==> config.mk <==
export PLATFORM = sky130hd
export DESIGN_NAME = vx_axi_wdata_router
export DESIGN_NICKNAME = d
export VERILOG_FILES = /design/src/rtl/vx_axi_pkg.sv /design/src/rtl/vx_axi_grant_fifo.sv /design/src/rtl/vx_axi_wdata_router.sv
export SDC_FILE = /design/constraint.sdc
export NUM_CORES = 1
export LEC_CHECK = 0
export ABC_AREA = 0
export CAP_MARGIN = 10
export CORE_AREA = 10 10 686 688
export CTS_CLUSTER_SIZE = 12
export DETAILED_ROUTE_END_ITERATION = 16
export DIE_AREA = 0 0 696 698
export PLACE_DENSITY_LB_ADDON = 0.15
export SETUP_SLACK_MARGIN = 0.5
export SLEW_MARGIN = 10
export SYNTH_ARGS = -nofsm -noshare
export SYNTH_HDL_FRONTEND = slang
export SYNTH_SLANG_ARGS = --single-unit
==> constraint.sdc <==
create_clock -name clk -period 6.2 [get_ports clk]
set_clock_uncertainty 0.2 [all_clocks]
set_input_delay 0.62 -clock clk [delete_from_list [all_inputs] [get_ports clk]]
set_output_delay 0.62 -clock clk [all_outputs]
set_load 0.05 [all_outputs]
==> src/rtl/vx_axi_pkg.sv <==
// Shared AXI write-path types: burst length, W grant entry and router debug view.
// WGRANT_MAX_INPUTS sizes the grant select field; raise it for wider routers.
package vx_axi_pkg;

    localparam int AXI_LEN_W         = 8;
    localparam int WGRANT_MAX_INPUTS = 2;
    localparam int SEL_W             = (WGRANT_MAX_INPUTS > 1) ? $clog2(WGRANT_MAX_INPUTS) : 1;

    typedef logic [AXI_LEN_W-1:0] axi_len_t;

    typedef struct packed {
        logic [SEL_W-1:0] sel;
        axi_len_t         len;
    } wgrant_t;

    typedef enum logic {
        W_IDLE   = 1'b0,
        W_STREAM = 1'b1
    } wstate_e;

    typedef struct packed {
        wstate_e          state;
        axi_len_t         beat_cnt;
        logic [SEL_W-1:0] cur_sel;
        axi_len_t         cur_len;
    } router_dbg_t;

endpackage

==> src/rtl/vx_axi_grant_fifo.sv <==
// Grant queue for the W router: DEPTH-entry FIFO of wgrant_t with wrap-bit pointers.
// Head entry is visible on dout whenever empty is low.
module vx_axi_grant_fifo
    import vx_axi_pkg::*;
#(
    parameter int DEPTH = 4
) (
    input  logic                     clk,
    input  logic                     reset,
    input  logic                     push,
    input  wgrant_t                  din,
    input  logic                     pop,
    output wgrant_t                  dout,
    output logic                     full,
    output logic                     empty,
    output logic [$clog2(DEPTH):0]   count
);

    localparam int AW = $clog2(DEPTH);

    wgrant_t        mem [DEPTH];
    logic [AW:0]    wr_ptr;
    logic [AW:0]    rd_ptr;

    assign count = wr_ptr - rd_ptr;
    assign empty = (wr_ptr == rd_ptr);
    assign full  = (count == (AW+1)'(DEPTH));
    assign dout  = mem[rd_ptr[AW-1:0]];

    always_ff @(posedge clk or posedge reset) begin
        if (reset) begin
            wr_ptr <= '0;
            rd_ptr <= '0;
        end else begin
            if (push && !full) wr_ptr <= wr_ptr + 1'b1;
            if (pop && !empty) rd_ptr <= rd_ptr + 1'b1;
        end
    end

    // Storage needs no reset: entries are only read behind a valid pointer.
    always_ff @(posedge clk) begin
        if (push && !full) mem[wr_ptr[AW-1:0]] <= din;
    end

endmodule

==> src/rtl/vx_axi_wdata_router.sv <==
// Routes W beats from NUM_INPUTS masters onto one W channel in AW-grant order.
// VX_AXI_WLAST_CHECK_EN: generate wlast from awlen and flag mismatching s_wlast.
module vx_axi_wdata_router
    import vx_axi_pkg::*;
#(
    parameter int NUM_INPUTS  = 2,
    parameter int DATA_WIDTH  = 512,
    parameter int GRANT_DEPTH = 4
) (
    input  logic                             clk,
    input  logic                             reset,
    input  logic                             grant_valid,
    output logic                             grant_ready,
    input  logic [SEL_W-1:0]                 grant_sel,
    input  logic [AXI_LEN_W-1:0]             grant_len,
    input  logic [NUM_INPUTS-1:0]            s_wvalid,
    output logic [NUM_INPUTS-1:0]            s_wready,
    input  logic [NUM_INPUTS*DATA_WIDTH-1:0] s_wdata,
    input  logic [NUM_INPUTS*DATA_WIDTH/8-1:0] s_wstrb,
    input  logic [NUM_INPUTS-1:0]            s_wlast,
    output logic                             m_wvalid,
    input  logic                             m_wready,
    output logic [DATA_WIDTH-1:0]            m_wdata,
    output logic [DATA_WIDTH/8-1:0]          m_wstrb,
    output logic                             m_wlast,
    output logic                             err_wlast,
    output router_dbg_t                      dbg
);

    // Handshakes: a transfer happens on a rising edge where valid & ready are
    // both high; valid never waits on ready, ready may depend on valid.
    localparam int STRB_W = DATA_WIDTH / 8;

    wgrant_t                   grant_in;
    wgrant_t                   head;
    logic                      fifo_full;
    logic                      fifo_empty;
    logic [$clog2(GRANT_DEPTH):0] fifo_count;
    logic                      grant_push;
    logic                      head_pop;

    wstate_e                   state;
    wstate_e                   state_next;
    axi_len_t                  beat_cnt;
    logic                      streaming;
    logic                      beat_hs;
    logic                      last_beat;

    logic                      sel_valid;
    logic [DATA_WIDTH-1:0]     sel_data;
    logic [STRB_W-1:0]         sel_strb;
    logic                      sel_last;

    assign grant_ready = !fifo_full && !reset;
    assign grant_push  = grant_valid && grant_ready;
    assign grant_in    = '{sel: grant_sel, len: grant_len};

    vx_axi_grant_fifo #(
        .DEPTH (GRANT_DEPTH)
    ) u_grant_fifo (
        .clk   (clk),
        .reset (reset),
        .push  (grant_push),
        .din   (grant_in),
        .pop   (head_pop),
        .dout  (head),
        .full  (fifo_full),
        .empty (fifo_empty),
        .count (fifo_count)
    );

    always_comb begin
        sel_valid = 1'b0;
        sel_data  = '0;
        sel_strb  = '0;
        sel_last  = 1'b0;
        for (int i = 0; i < NUM_INPUTS; i++) begin
            if (head.sel == SEL_W'(i)) begin
                sel_valid = s_wvalid[i];
                sel_data  = s_wdata[i*DATA_WIDTH +: DATA_WIDTH];
                sel_strb  = s_wstrb[i*STRB_W +: STRB_W];
                sel_last  = s_wlast[i];
            end
        end
    end

    assign streaming = (state == W_STREAM);
    assign m_wvalid  = streaming && sel_valid;
    assign m_wdata   = streaming ? sel_data : '0;
    assign m_wstrb   = streaming ? sel_strb : '0;
    assign beat_hs   = m_wvalid && m_wready;
    assign head_pop  = beat_hs && last_beat;

    always_comb begin
        s_wready = '0;
        for (int i = 0; i < NUM_INPUTS; i++) begin
            s_wready[i] = streaming && (head.sel == SEL_W'(i)) && m_wready;
        end
    end

`ifdef VX_AXI_WLAST_CHECK_EN
    logic len_hit;
    logic err_q;

    assign len_hit   = (beat_cnt == head.len);
    assign last_beat = len_hit;
    assign m_wlast   = streaming && len_hit;
    assign err_wlast = err_q;

    always_ff @(posedge clk or posedge reset) begin
        if (reset) begin
            err_q <= 1'b0;
        end else if (beat_hs && (sel_last != len_hit)) begin
            err_q <= 1'b1;
        end
    end
`else
    assign last_beat = sel_last;
    assign m_wlast   = streaming && sel_last;
    assign err_wlast = 1'b0;
`endif

    always_ff @(posedge clk or posedge reset) begin
        if (reset) begin
            state    <= W_IDLE;
            beat_cnt <= '0;
        end else begin
            state <= state_next;
            if (beat_hs) beat_cnt <= last_beat ? '0 : beat_cnt + 1'b1;
        end
    end

    // Drop to IDLE only when the popped head was the last queued grant.
    always_comb begin
        state_next = state;
        case (state)
            W_IDLE: begin
                if (grant_push) state_next = W_STREAM;
            end
            W_STREAM: begin
                if (head_pop && (fifo_count == ($clog2(GRANT_DEPTH)+1)'(1)) && !grant_push)
                    state_next = W_IDLE;
            end
            default: state_next = W_IDLE;
        endcase
    end

    assign dbg = '{state: state, beat_cnt: beat_cnt, cur_sel: head.sel, cur_len: head.len};

endmodule

# After elaboration in Yosys (flattened, before gate mapping)

Memory sizes are Yosys's and may differ from the RTL's.
Cells that the tools add are included.

Latch bits: 0
Flip-flop bits (word level): 15
RAM bits: 36
Memories kept: 1
Bits in read-only memories: 0
Word-level logic and storage cells: 44

Memories:

| memory           | words | width | read ports | clocked after Yosys merged registers in | write ports | RTL line                | source |
|---|---|---|---|---|---|---|---|
| u_grant_fifo.mem | 4     | 9     | 1          | 0                                       | 1           | vx_axi_grant_fifo.sv:21 | `wgrant_t mem [DEPTH];` |

Mux-type cells: 12
Order comparisons: 0
$mul: 0
Div/mod/pow operators: 0
Shifts and indexed selects: 0
Equal/unequal tests: 3
Add/sub/neg operators: 4
Reduce and logical (&&, ||, !) cells: 18
Bitwise gates (word level): 2

Operators with widths:

| cell                  | count |
|---|---|
| $mux W512             | 2 |
| $mux W64              | 2 |
| $logic_and A1 B1 Y1   | 14 |
| $add A8 B1 Y8 const B | 1 |
| $mux W8               | 1 |
| $add A3 B1 Y3 const B | 2 |
| $mux W1               | 6 |
| $logic_not A1 Y1      | 4 |
| $eq A3 B1 Y1 const B  | 1 |
| $eq A3 B3 Y1          | 1 |
| $eq A3 B3 Y1 const B  | 1 |
| $sub A3 B3 Y3         | 1 |
| $not A1 Y1            | 2 |
| $pmux W1 S2           | 1 |

# Longest topological paths before layout

Gate-level depths: netlist (run 1).

Depth after elaboration: 9
Mapped depth: 8

# Cells and area by module

A second synthesis (run 1) with hierarchy kept.

Cells, all modules: 1440
Area, all modules: 12273.0 um^2

Modules (own cells, without submodules):

| module              | sequential area each (um^2) | instances | area each (um^2) | cells each |
|---|---|---|---|---|
| vx_axi_wdata_router | 225.2                       | 1         | 10491.3          | 1346 |
| vx_axi_grant_fifo   | 1231.2                      | 1         | 1781.7           | 94 |

# Worst setup path before layout (run 1)

OpenSTA, ideal clock, no wires.

Path type: reg2out
From: reg u_grant_fifo.rd_ptr[0]
To: out m_wstrb[55]
Data arrival time: 2.692 ns
Cell stages (with the launch flop): 8
Path slack: 2.688 ns
Buffers on the path: 3
Required time: 5.380 ns
Cells stage by stage: dfrtp_1 buf_4 mux2_4 inv_4 buf_2 buf_2 nand2_1 a21boi_0

RTL lines:

| element                | RTL line                  | source |
|---|---|---|
| from (decl)            | vx_axi_grant_fifo.sv:23   | `logic [AW:0] rd_ptr;` |
| from (signal assigned) | vx_axi_grant_fifo.sv:36   | `if (pop && !empty) rd_ptr <= rd_ptr + 1'b1;` |
| to (decl)              | vx_axi_wdata_router.sv:24 | `output logic [DATA_WIDTH/8-1:0] m_wstrb,` |

# Final worst setup path (run 1)

From: reg u_grant_fifo.rd_ptr[1]
To: out m_wdata[228]

Word-level cells in the longest chain between the ends: 3

RTL lines:

| element       | RTL line                  | source |
|---|---|---|
| $mem_v2 Z4 W9 | --                        |  |
| $mux W512     | vx_axi_wdata_router.sv:78 | `if (head.sel == SEL_W'(i)) begin` |
| $mux W512     | vx_axi_wdata_router.sv:89 | `assign m_wdata = streaming ? sel_data : '0;` |
| to (decl)     | vx_axi_wdata_router.sv:23 | `output logic [DATA_WIDTH-1:0] m_wdata,` |

No other way between the ends.

==> results of run 1 <==
[worst paths after layout]
check | from | end | slack, ps | cells after the start
hold / removal | u_grant_fifo.rd_ptr[2] | u_grant_fifo.rd_ptr[2] | 330 | 1
hold reg to reg | u_grant_fifo.rd_ptr[2] | u_grant_fifo.rd_ptr[2] | 330 | 1
max in group asynchronous | reset | state | 4600 | 2
setup reg to reg | u_grant_fifo.rd_ptr[1] | beat_cnt[0] | 2590 | 7
setup / recovery | u_grant_fifo.rd_ptr[1] | m_wdata[228] | 620 | 7
min in group asynchronous | reset | u_grant_fifo.rd_ptr[0] | 630 | 2
[Yosys cell counts (all sizes together), types with 4 or more instances]
library cell and number:
edfxtp 36, a21boi 576, clkbuf 105, a22o 7, buf 91, o211ai 4, mux2i 4, nor2 6
inv 5, mux4 8, xor2 4, nand2 1159, ha 8, dfrtp 15, and3 6, mux2 6
[what timing repair did]
action                                  CTS  global route
hold buffers                              0             0
cloned                                    0             0
gates resized for setup                   3             6
endpoints found under the setup margin    3             8
[through the flow]
step           power (mW)  instance area [um2]
2_1_floorplan        11.0                11800
3_3_place_gp         21.3                36300
3_5_place_dp         21.1                36300
4_1_cts              21.5                36500
5_1_grt              21.8                36600
6_report             20.8                36800
[critical path, cell delays in order, from the launching register on]
cell	delay (ps)
dfrtp_2	630
mux2i_1	280
mux2_8	310
buf_4	210
buf_12	290
nand2_1	140
a21boi_0	1110
clkdlybuf4s50_1	1080
[sequential cells by signal (all words and copies together), names as in the netlist]
register,flops
beat_cnt,8
u_grant_fifo.wr_ptr,3
u_grant_fifo.rd_ptr,3
u_grant_fifo.mem,36
state,1
[area by class of cell]
cell class / instances / share of cell area (%)
inverter: 5 / 0.0953
multi-input combinational: 1811 / 25.8
clock inverter: 3 / 0.0749
tap: 6000 / 20.4
timing repair buffer: 1814 / 48.6
antenna: 109 / 0.742
sequential: 51 / 3.98
clock buffer: 5 / 0.340
[layer usage]
metal / vias up / global-route usage (%) / share of wire (%)
li1: 10090 / - / -
met1: 11483 / 14.6 / 36
met2: 1630 / 23.0 / 46
met3: 658 / 8.65 / 14
met4: 276 / 2.20 / 2.3
met5: - / 0 / 0.53
[power by group]
part / switching (mW) / internal [mW]
Sequential: 0.0710 / 0.430
Combinational: 14.9 / 5.11
Clock: 0.153 / 0.154
[cells by family after synthesis]
kind of cell	Yosys count	share of synthesized area (%)
xor gates and xnor gates	6	0.574
other	1	0.0318
AOI/OAI and AO/OA	592	37.8
adders and majority gates	9	1.02
buffers and inverters	201	7.33
DFF	51	12.4
muxes	18	2.51
and+or+nand+nor	1185	38.4
==> key figures, run 1 <==
Outcome
  – Status: complete, no violations

Floorplanning
  – I/O pins: 1769
  – Die Ht: around 700 um
  – Num rows: ~250
  – Core area: 0.456 mm2
  – Die ar.: a little under 0.5 mm2
  – Die Width: approximately 700 um
  – Initial core utilization: about 2.6%

Clock network
  – Sink Count: 51
  – Clock Latency Late Sink: 310 ps
  – CTS tree: built
  – Reg clk slew, reported paths: 80 ps
  – Total CTS buffers: 5
  – # Post-CTS Setup Buffers: 0
  – Clock Path Buffers: 2
  – Root Driver: clkbuf_16
  – # H-tree levels: 2

Logic synthesis
  – #FFs+latches synth: between 50 and 60
  – EDFF count, synth: 36
  – Syn Area/Cell: roughly 5.7 um2
  – Synth async-reset ratio: between 20% and 30%
  – Top cell type's share of synthesized area: between 30% and 40%
  – Yosys warning total: 0
  – Cells after Synth: 2063
  – Syn nets: around 3200
  – Yosys top cell by area: nand2_1
  – Synth Flop Type: edfxtp_1
  – Synthesized area: about 0.012 mm2
  – Synth top area cells: nand2_1 (37%), a21boi_0 (37%), edfxtp_1 (9.2%), clkbuf_1 (3.3%), buf_2 (3.2%)
  – Distinct cells, synth: 38
  – Register area share after synthesis: around an eighth

Placed design
  – DP Worst Slack: between 800 and 900 ps
  – Dpl cells: 9681
  – I/O Buffers: around 1800
  – Dpl hpwl: approximately 330 mm
  – Final GP Congestion: ~0.93

Cells and area
  – Multi-input logic area: approximately 0.0095 mm2
  – Final nets: ~4900
  – Final Util: under 10%
  – Final cell count without fillers: around 9800
  – Register area: ~0.0015 mm2
  – Commonest non-fill, non-tap cells in the layout: clkdlybuf4s50_1 (1626), nand2_1 (1159), a21boi_0 (565)
  – Layout cells sized above 1: roughly 5.8%
  – Syn-to-layout area delta: 212%
  – Commonest non-fill, non-tap cell in the layout: clkdlybuf4s50_1
  – Filler Cell Count: around 54000

Route
  – Iteration-0 DRC Markers: ~1700
  – WL final: 351 mm
  – Post-route ant nets: 0
  – DRC Markers: 0
  – First drt pass iteration count: 5
  – Vias per cell: between 2 and 2.5
  – Avg WL per Cell: 35.8 um
  – Vias: between 20000 and 25000

GRT
  – Vias in the first global route: 24128
  – Global Route Usage Sum: 13.6%
  – Largest net degree at the start of global routing: about 160
  – First-pass GRT wire length: 408 mm
  – Initial antenna violation count: 398
  – Grt ovf: 0

Critical path
  – CP Data Required Time: 5380 ps
  – CP arrival: about 4800 ps
  – Crit path kind: reg2out
  – CP Capture Type: primary output
  – Crit path max fanout: between 100 and 150
  – Startpoint types: register

Timing
  – Final Max Tran Viols: 0
  – RSZ-0062 raised after global routing: false
  – Minimum clock period: between 5000 and 6000 ps
  – Max Clock Freq: between 150 and 200 MHz
  – Final critical-path share of the clock period: 90.0%
  – Worst-Margin Slew: between 1000 and 1500 ps
  – Final Hold Fails: 0
  – Relative slew slack: under 10%
  – Final setup fails: 0
  – Setup TNS Final: 0 ps
  – Hold_ws: ~330 ps
  – Worst setup margin: about 600 ps

Flow run
  – Max_cap viols: 0

Pwr
  – Worst VDD drop: about 0.33 mV
  – Leak pwr: roughly 13 nW
  – Pwr Density: 565 mW/mm2

Hold path
  – Worst hold path class: reg2reg
Power figures use the tool's default switching activity.
==> run 2, diff against run 1 <==
--- a/config.mk
+++ b/config.mk
@@ -8,9 +8,12 @@
 export ABC_AREA = 0
 export CAP_MARGIN = 10
 export CORE_AREA = 10 10 686 688
+export CTS_BUF_LIST = sky130_fd_sc_hd__clkbuf_4
 export CTS_CLUSTER_SIZE = 12
 export DETAILED_ROUTE_END_ITERATION = 16
 export DIE_AREA = 0 0 696 698
+export GPL_ROUTABILITY_DRIVEN = 0
+export GPL_TIMING_DRIVEN = 0
 export PLACE_DENSITY_LB_ADDON = 0.15
 export SETUP_SLACK_MARGIN = 0.5
 export SLEW_MARGIN = 10
==> run 2 against run 1 <==
Die area is the same; fmax about the same; highest routed layer unchanged; combinational power rose by 6%; largest cell class unchanged; utilization increased by 0.13 points.
==> key figures, run 2 (synthesis results as in run 1) <==
Timing
  – Worst setup margin: 615 ps (was 618 ps)
  – Setup TNS Final: 0 ps (unchanged)
  – Final setup fails: 0 (unchanged)
  – Final Max Tran Viols: 0 (unchanged)
  – Hold_ws: 347 ps (was 325 ps)
  – Minimum clock period: 5590 ps (was 5580 ps)
  – Relative slew slack: 13.6% (was 5.32%)
  – Final critical-path share of the clock period: 90.1% (was 90.0%)
  – Worst-Margin Slew: 1290 ps (was 1410 ps)
  – Final Hold Fails: 0 (unchanged)
  – RSZ-0062 raised after global routing: true (was false)
  – Max Clock Freq: 179 MHz (about the same)

Flow run
  – Max_cap viols: 0 (unchanged)

Critical path
  – CP Capture Type: primary output (unchanged)
  – CP arrival: 4770 ps (was 4760 ps)
  – R2R Path Start: u_grant_fifo.wr_ptr[0] (was u_grant_fifo.rd_ptr[1])
  – Worst setup path startpoint: state (was u_grant_fifo.rd_ptr[1])
  – Crit path max fanout: 14 (was 125)
  – Startpoint types: register (unchanged)
  – CP Data Required Time: 5380 ps (about the same)
  – Crit path kind: reg2out (unchanged)

Clock network
  – # H-tree levels: 2 (unchanged)
  – Reg clk slew, reported paths: 180 ps (was 80 ps)
  – Clock Latency Late Sink: 480 ps (was 310 ps)
  – Root Driver: clkbuf_4 (was clkbuf_16)
  – Total CTS buffers: 5 (unchanged)
  – CTS tree: built (unchanged)
  – Clock Path Buffers: 2 (unchanged)
  – # Post-CTS Setup Buffers: 0 (unchanged)
  – Sink Count: 51 (unchanged)

Cells and area
  – Layout cells sized above 1: 3.59% (was 5.83%)
  – Final cell count without fillers: 9942 (was 9798)
  – Syn-to-layout area delta: 217% (was 212%)
  – Design area: 0.0373 mm2 (was 0.0368 mm2)
  – Register area: 0.00146 mm2 (about the same)
  – Multi-input logic area: 0.00947 mm2 (about the same)
  – Final nets: 5018 (was 4866)
  – Commonest non-fill, non-tap cell in the layout: clkdlybuf4s50_1 (unchanged)
  – Largest register FFs: 36 (unchanged)
  – Filler Cell Count: 53556 (was 53682)
  – Final Util: 8.19% (was 8.06%)
  – Commonest non-fill, non-tap cells in the layout: clkdlybuf4s50_1 (1685), nand2_1 (1155), a21boi_0 (548) (was clkdlybuf4s50_1 (1626), nand2_1 (1159), a21boi_0 (565))

Placed design
  – Dpl cells: 9832 (was 9681)
  – DP Worst Slack: -90.9 ps (was 851 ps)
  – I/O Buffers: 1767 (unchanged)
  – Post-DP Area: 0.0370 mm2 (was 0.0363 mm2)
  – Dpl hpwl: 344 mm (was 328 mm)

Floorplanning
  – Die Ht: 698 um (unchanged)
  – Die Width: 696 um (unchanged)
  – Num rows: 248 (unchanged)
  – I/O pins: 1769 (unchanged)
  – Die ar.: 0.486 mm2 (unchanged)
  – Initial core utilization: 2.58% (unchanged)
  – Core area: 0.456 mm2 (unchanged)

Route
  – WL final: 362 mm (was 351 mm)
  – DRC Markers: 0 (unchanged)
  – Vias: 24866 (was 24137)
  – Iteration-0 DRC Markers: 2129 (was 1745)
  – Post-route ant nets: 0 (unchanged)
  – First drt pass iteration count: 5 (unchanged)
  – Vias per cell: 2.50 (was 2.46)
  – Avg WL per Cell: 36.4 um (was 35.8 um)

Pwr
  – Pwr Density: 590 mW/mm2 (was 565 mW/mm2)
  – Worst VDD drop: 0.243 mV (was 0.332 mV)
  – Total Power: 22.0 mW (was 20.8 mW)
  – Leak pwr: 13.0 nW (was 12.7 nW)

GRT
  – Largest net degree at the start of global routing: 18 (was 155)
  – Global Route Usage Sum: 14.1% (was 13.6%)
  – Initial antenna violation count: 382 (was 398)
  – First-pass GRT wire length: 416 mm (was 408 mm)
  – Grt ovf: 0 (unchanged)
  – Vias in the first global route: 24171 (was 24128)

Hold path
  – Min-delay src: u_grant_fifo.rd_ptr[2] (unchanged)
  – Worst hold path class: reg2reg (unchanged)

Outcome
  – Status: complete, no violations (unchanged)
## run 2: cell types whose count changed in the layout (fill, tap and decap cells not counted), moves of 17 or more
cell             change
buf_2               +79
a21boi_0            -17
clkdlybuf4s50_1     +59
clkbuf_1            +87
buf_4              -170
clkbuf_2            +17
dlygate4sd2_1       +71
a21boi_1            +17
## run 2: final timing paths
kind | endpoint | slack [ps] | cells after the start
setup / recovery | m_wdata[463] | 610 | 5
hold / removal | u_grant_fifo.rd_ptr[2] | 350 | 1
setup reg to reg | u_grant_fifo.mem[3][3] | 3020 | 6
hold reg to reg | u_grant_fifo.rd_ptr[2] | 350 | 1
max in group asynchronous | state | 4720 | 2
min in group asynchronous | u_grant_fifo.wr_ptr[1] | 530 | 2
## run 2: area by class of cell
cell class / count / share of cell area, %
Clock buffer: 5 / 0.101
Antenna cell: 101 / 0.677
Clock inverter: 3 / 0.191
Tap cell: 6000 / 20.1
Multi-Input combinational cell: 1811 / 25.4
Buffer: 196 / 2.41
Inverter: 5 / 0.0570
Timing Repair Buffer: 1770 / 47.2
Sequential cell: 51 / 3.90
## run 2: worst max-delay path: stages, from the launching register on
cell and delay [ps]:
dfrtp_2 720, clkbuf_8 480, clkbuf_1 490, clkbuf_1 760, a21boi_1 720, clkdlybuf4s50_1 1020
## run 2: what timing repair did
| action | in CTS | in global routing |
|---|---|---|
| resized for setup | 118 | 11 |
| setup endpoints to repair | 260 | 11 |
| hold buffers | 0 | 0 |
| pin swaps | 0 | 0 |
## run 2: power breakdown
group          internal [mW]  total [mW]  switching [mW]
clock network          0.128       0.271           0.143
registers              0.429       0.483          0.0540
logic                   5.15        21.3            16.1
## run 2: metal layers
metal	global-route usage, %	wire length [um]	up-vias
met5	0	1530	-
met4	2.38	9240	234
met3	7.68	47300	658
met2	23.7	167000	1813
met1	15.7	136000	11755
li1	-	-	10406
==> run 3, diff against run 2 <==
--- a/config.mk
+++ b/config.mk
@@ -16,6 +16,7 @@
 export GPL_TIMING_DRIVEN = 0
 export PLACE_DENSITY_LB_ADDON = 0.15
 export SETUP_SLACK_MARGIN = 0.5
+export SKIP_CTS_REPAIR_TIMING = 1
 export SLEW_MARGIN = 10
 export SYNTH_ARGS = -nofsm -noshare
 export SYNTH_HDL_FRONTEND = slang
==> run 3 against run 2 <==
Sequential power is essentially flat; non-clock buffer count is the same; critical path depth grew 4; worst setup slack lost 140 ps; count of clock-buffer cells in the layout is the same; combinational power is essentially flat; largest cell class unchanged; critical path type unchanged; register-to-register slack is essentially flat.
==> key figures, run 3 (synthesis results as in run 1) <==
Outcome
  – Status: complete, no violations (unchanged)

Critical path
  – CP Data Required Time: 5380 ps (about the same)
  – Crit path max fanout: 10 (was 14)
  – Worst reg-to-reg setup slack: 3020 ps (about the same)
  – Crit path kind: reg2out (unchanged)
  – CP Capture Type: primary output (unchanged)
  – CP arrival: 4900 ps (was 4770 ps)
  – Startpoint types: register (unchanged)

Timing
  – Relative slew slack: 11.3% (was 13.6%)
  – Final critical-path share of the clock period: 92.3% (was 90.1%)
  – Minimum clock period: 5720 ps (was 5590 ps)
  – Setup TNS Final: 0 ps (unchanged)
  – RSZ-0062 raised after global routing: true (unchanged)
  – Final setup fails: 0 (unchanged)
  – Final Hold Fails: 0 (unchanged)
  – Hold_ws: 349 ps (was 347 ps)
  – Final Max Tran Viols: 0 (unchanged)
  – Max Clock Freq: 175 MHz (was 179 MHz)
  – Worst setup margin: 478 ps (was 615 ps)
  – Worst-Margin Slew: 1330 ps (was 1290 ps)

Clock network
  – Clock Path Buffers: 2 (unchanged)
  – Sink Count: 51 (unchanged)
  – Clock Latency Late Sink: 470 ps (was 480 ps)
  – CTS tree: built (unchanged)
  – Total CTS buffers: 5 (unchanged)
  – Root Driver: clkbuf_4 (unchanged)
  – Reg clk slew, reported paths: 180 ps (about the same)
  – # H-tree levels: 2 (unchanged)

Cells and area
  – Final cell count without fillers: 9955 (was 9942)
  – Layout cells sized above 1: 3.83% (was 3.59%)
  – Multi-input logic area: 0.00947 mm2 (unchanged)
  – Filler Cell Count: 53539 (was 53556)
  – Register area: 0.00146 mm2 (unchanged)
  – Syn-to-layout area delta: 219% (was 217%)
  – Commonest non-fill, non-tap cells in the layout: clkdlybuf4s50_1 (1684), nand2_1 (1155), a21boi_0 (558) (was clkdlybuf4s50_1 (1685), nand2_1 (1155), a21boi_0 (548))
  – Final nets: 5018 (unchanged)
  – Largest register FFs: 36 (unchanged)
  – Commonest non-fill, non-tap cell in the layout: clkdlybuf4s50_1 (unchanged)

Route
  – WL final: 362 mm (about the same)
  – Vias per cell: 2.51 (was 2.50)
  – First drt pass iteration count: 5 (unchanged)
  – DRC Markers: 0 (unchanged)
  – Vias: 24977 (was 24866)
  – Avg WL per Cell: 36.3 um (was 36.4 um)
  – Post-route ant nets: 0 (unchanged)
  – Iteration-0 DRC Markers: 2137 (was 2129)

Placed design
  – Dpl hpwl: 344 mm (unchanged)
  – DP Worst Slack: -90.9 ps (unchanged)
  – Dpl cells: 9832 (unchanged)
  – I/O Buffers: 1767 (unchanged)

Pwr
  – Pwr Density: 590 mW/mm2 (about the same)
  – Worst VDD drop: 0.242 mV (was 0.243 mV)
  – Leak pwr: 13.6 nW (was 13.0 nW)

GRT
  – Vias in the first global route: 24162 (was 24171)
  – Grt ovf: 0 (unchanged)
  – Initial antenna violation count: 383 (was 382)
  – First-pass GRT wire length: 416 mm (about the same)
  – Global Route Usage Sum: 14.1% (about the same)
  – Largest net degree at the start of global routing: 18 (unchanged)

Floorplanning
  – Core area: 0.456 mm2 (unchanged)
  – Initial core utilization: 2.58% (unchanged)
  – Die Width: 696 um (unchanged)
  – Num rows: 248 (unchanged)
  – Die Ht: 698 um (unchanged)
  – I/O pins: 1769 (unchanged)
  – Die ar.: 0.486 mm2 (unchanged)

Flow run
  – Max_cap viols: 0 (unchanged)

Hold path
  – Worst hold path class: reg2reg (unchanged)
## run 3: changes by cell type in the layout (fill, tap and decap cells not counted), moves of 3 or more
cell / delta
dlymetal6s2s_1: +65
diode_2: +13
a21boi_0: +10
clkbuf_2: +12
dlygate4sd2_1: -71
a21boi_1: -10
clkbuf_1: -3
## run 3: where the power goes
group,switching [mW],internal [mW]
clock,0.142,0.128
combinational,16.1,5.27
sequential,0.0539,0.429
total,16.3,5.83
## run 3: stage by stage
step | power (mW) | instance area [um2] | utilization, %
floorplan | 11.0 | 11800 | -
global placement | 22.5 | 37000 | 8.11
detailed placement | 22.4 | 37000 | 8.12
CTS | 22.8 | 37100 | 8.14
global route | 23.1 | 37400 | 8.21
finish | 22.2 | 37600 | 8.25
## run 3: cell type report
type | instances | share of cell area (%)
tap | 6000 | 20.0
multi-input combinational | 1811 | 25.2
clock buffer | 5 | 0.0999
sequential | 51 | 3.88
timing repair buffer | 1770 | 47.5
inverter | 5 | 0.0566
buffer | 196 | 2.38
antenna | 114 | 0.759
clock inverter | 3 | 0.190
## run 3: metal layers
layer,track usage (%),part of all wire (%),wire length [um],vias to the layer above
li1,-,-,-,10424
met1,15.7,38,138000,11876
met2,23.7,46,167000,1820
met3,7.67,13,45800,627
met4,2.43,2.6,9540,230
met5,0,0.42,1520,-
## run 3: path summary, 6_finish.rpt
kind | startpoint | endpoint | cells past startpoint
max | u_grant_fifo.rd_ptr[0] | m_wdata[425] | 9
min | u_grant_fifo.rd_ptr[2] | u_grant_fifo.rd_ptr[2] | 1
max reg2reg | u_grant_fifo.wr_ptr[0] | u_grant_fifo.mem[3][3] | 6
min reg2reg | u_grant_fifo.rd_ptr[2] | u_grant_fifo.rd_ptr[2] | 1
max in group asynchronous | reset | state | 2
min in group asynchronous | reset | u_grant_fifo.wr_ptr[1] | 2
## run 3: worst max-delay path: stages (launching register included)
cell and delay [ps]:
dfrtp_1 430, buf_4 280, mux2_4 350, inv_4 150, buf_6 420, buf_2 500
buf_2 300, nand2_1 190, a21boi_0 740, clkdlybuf4s50_1 980
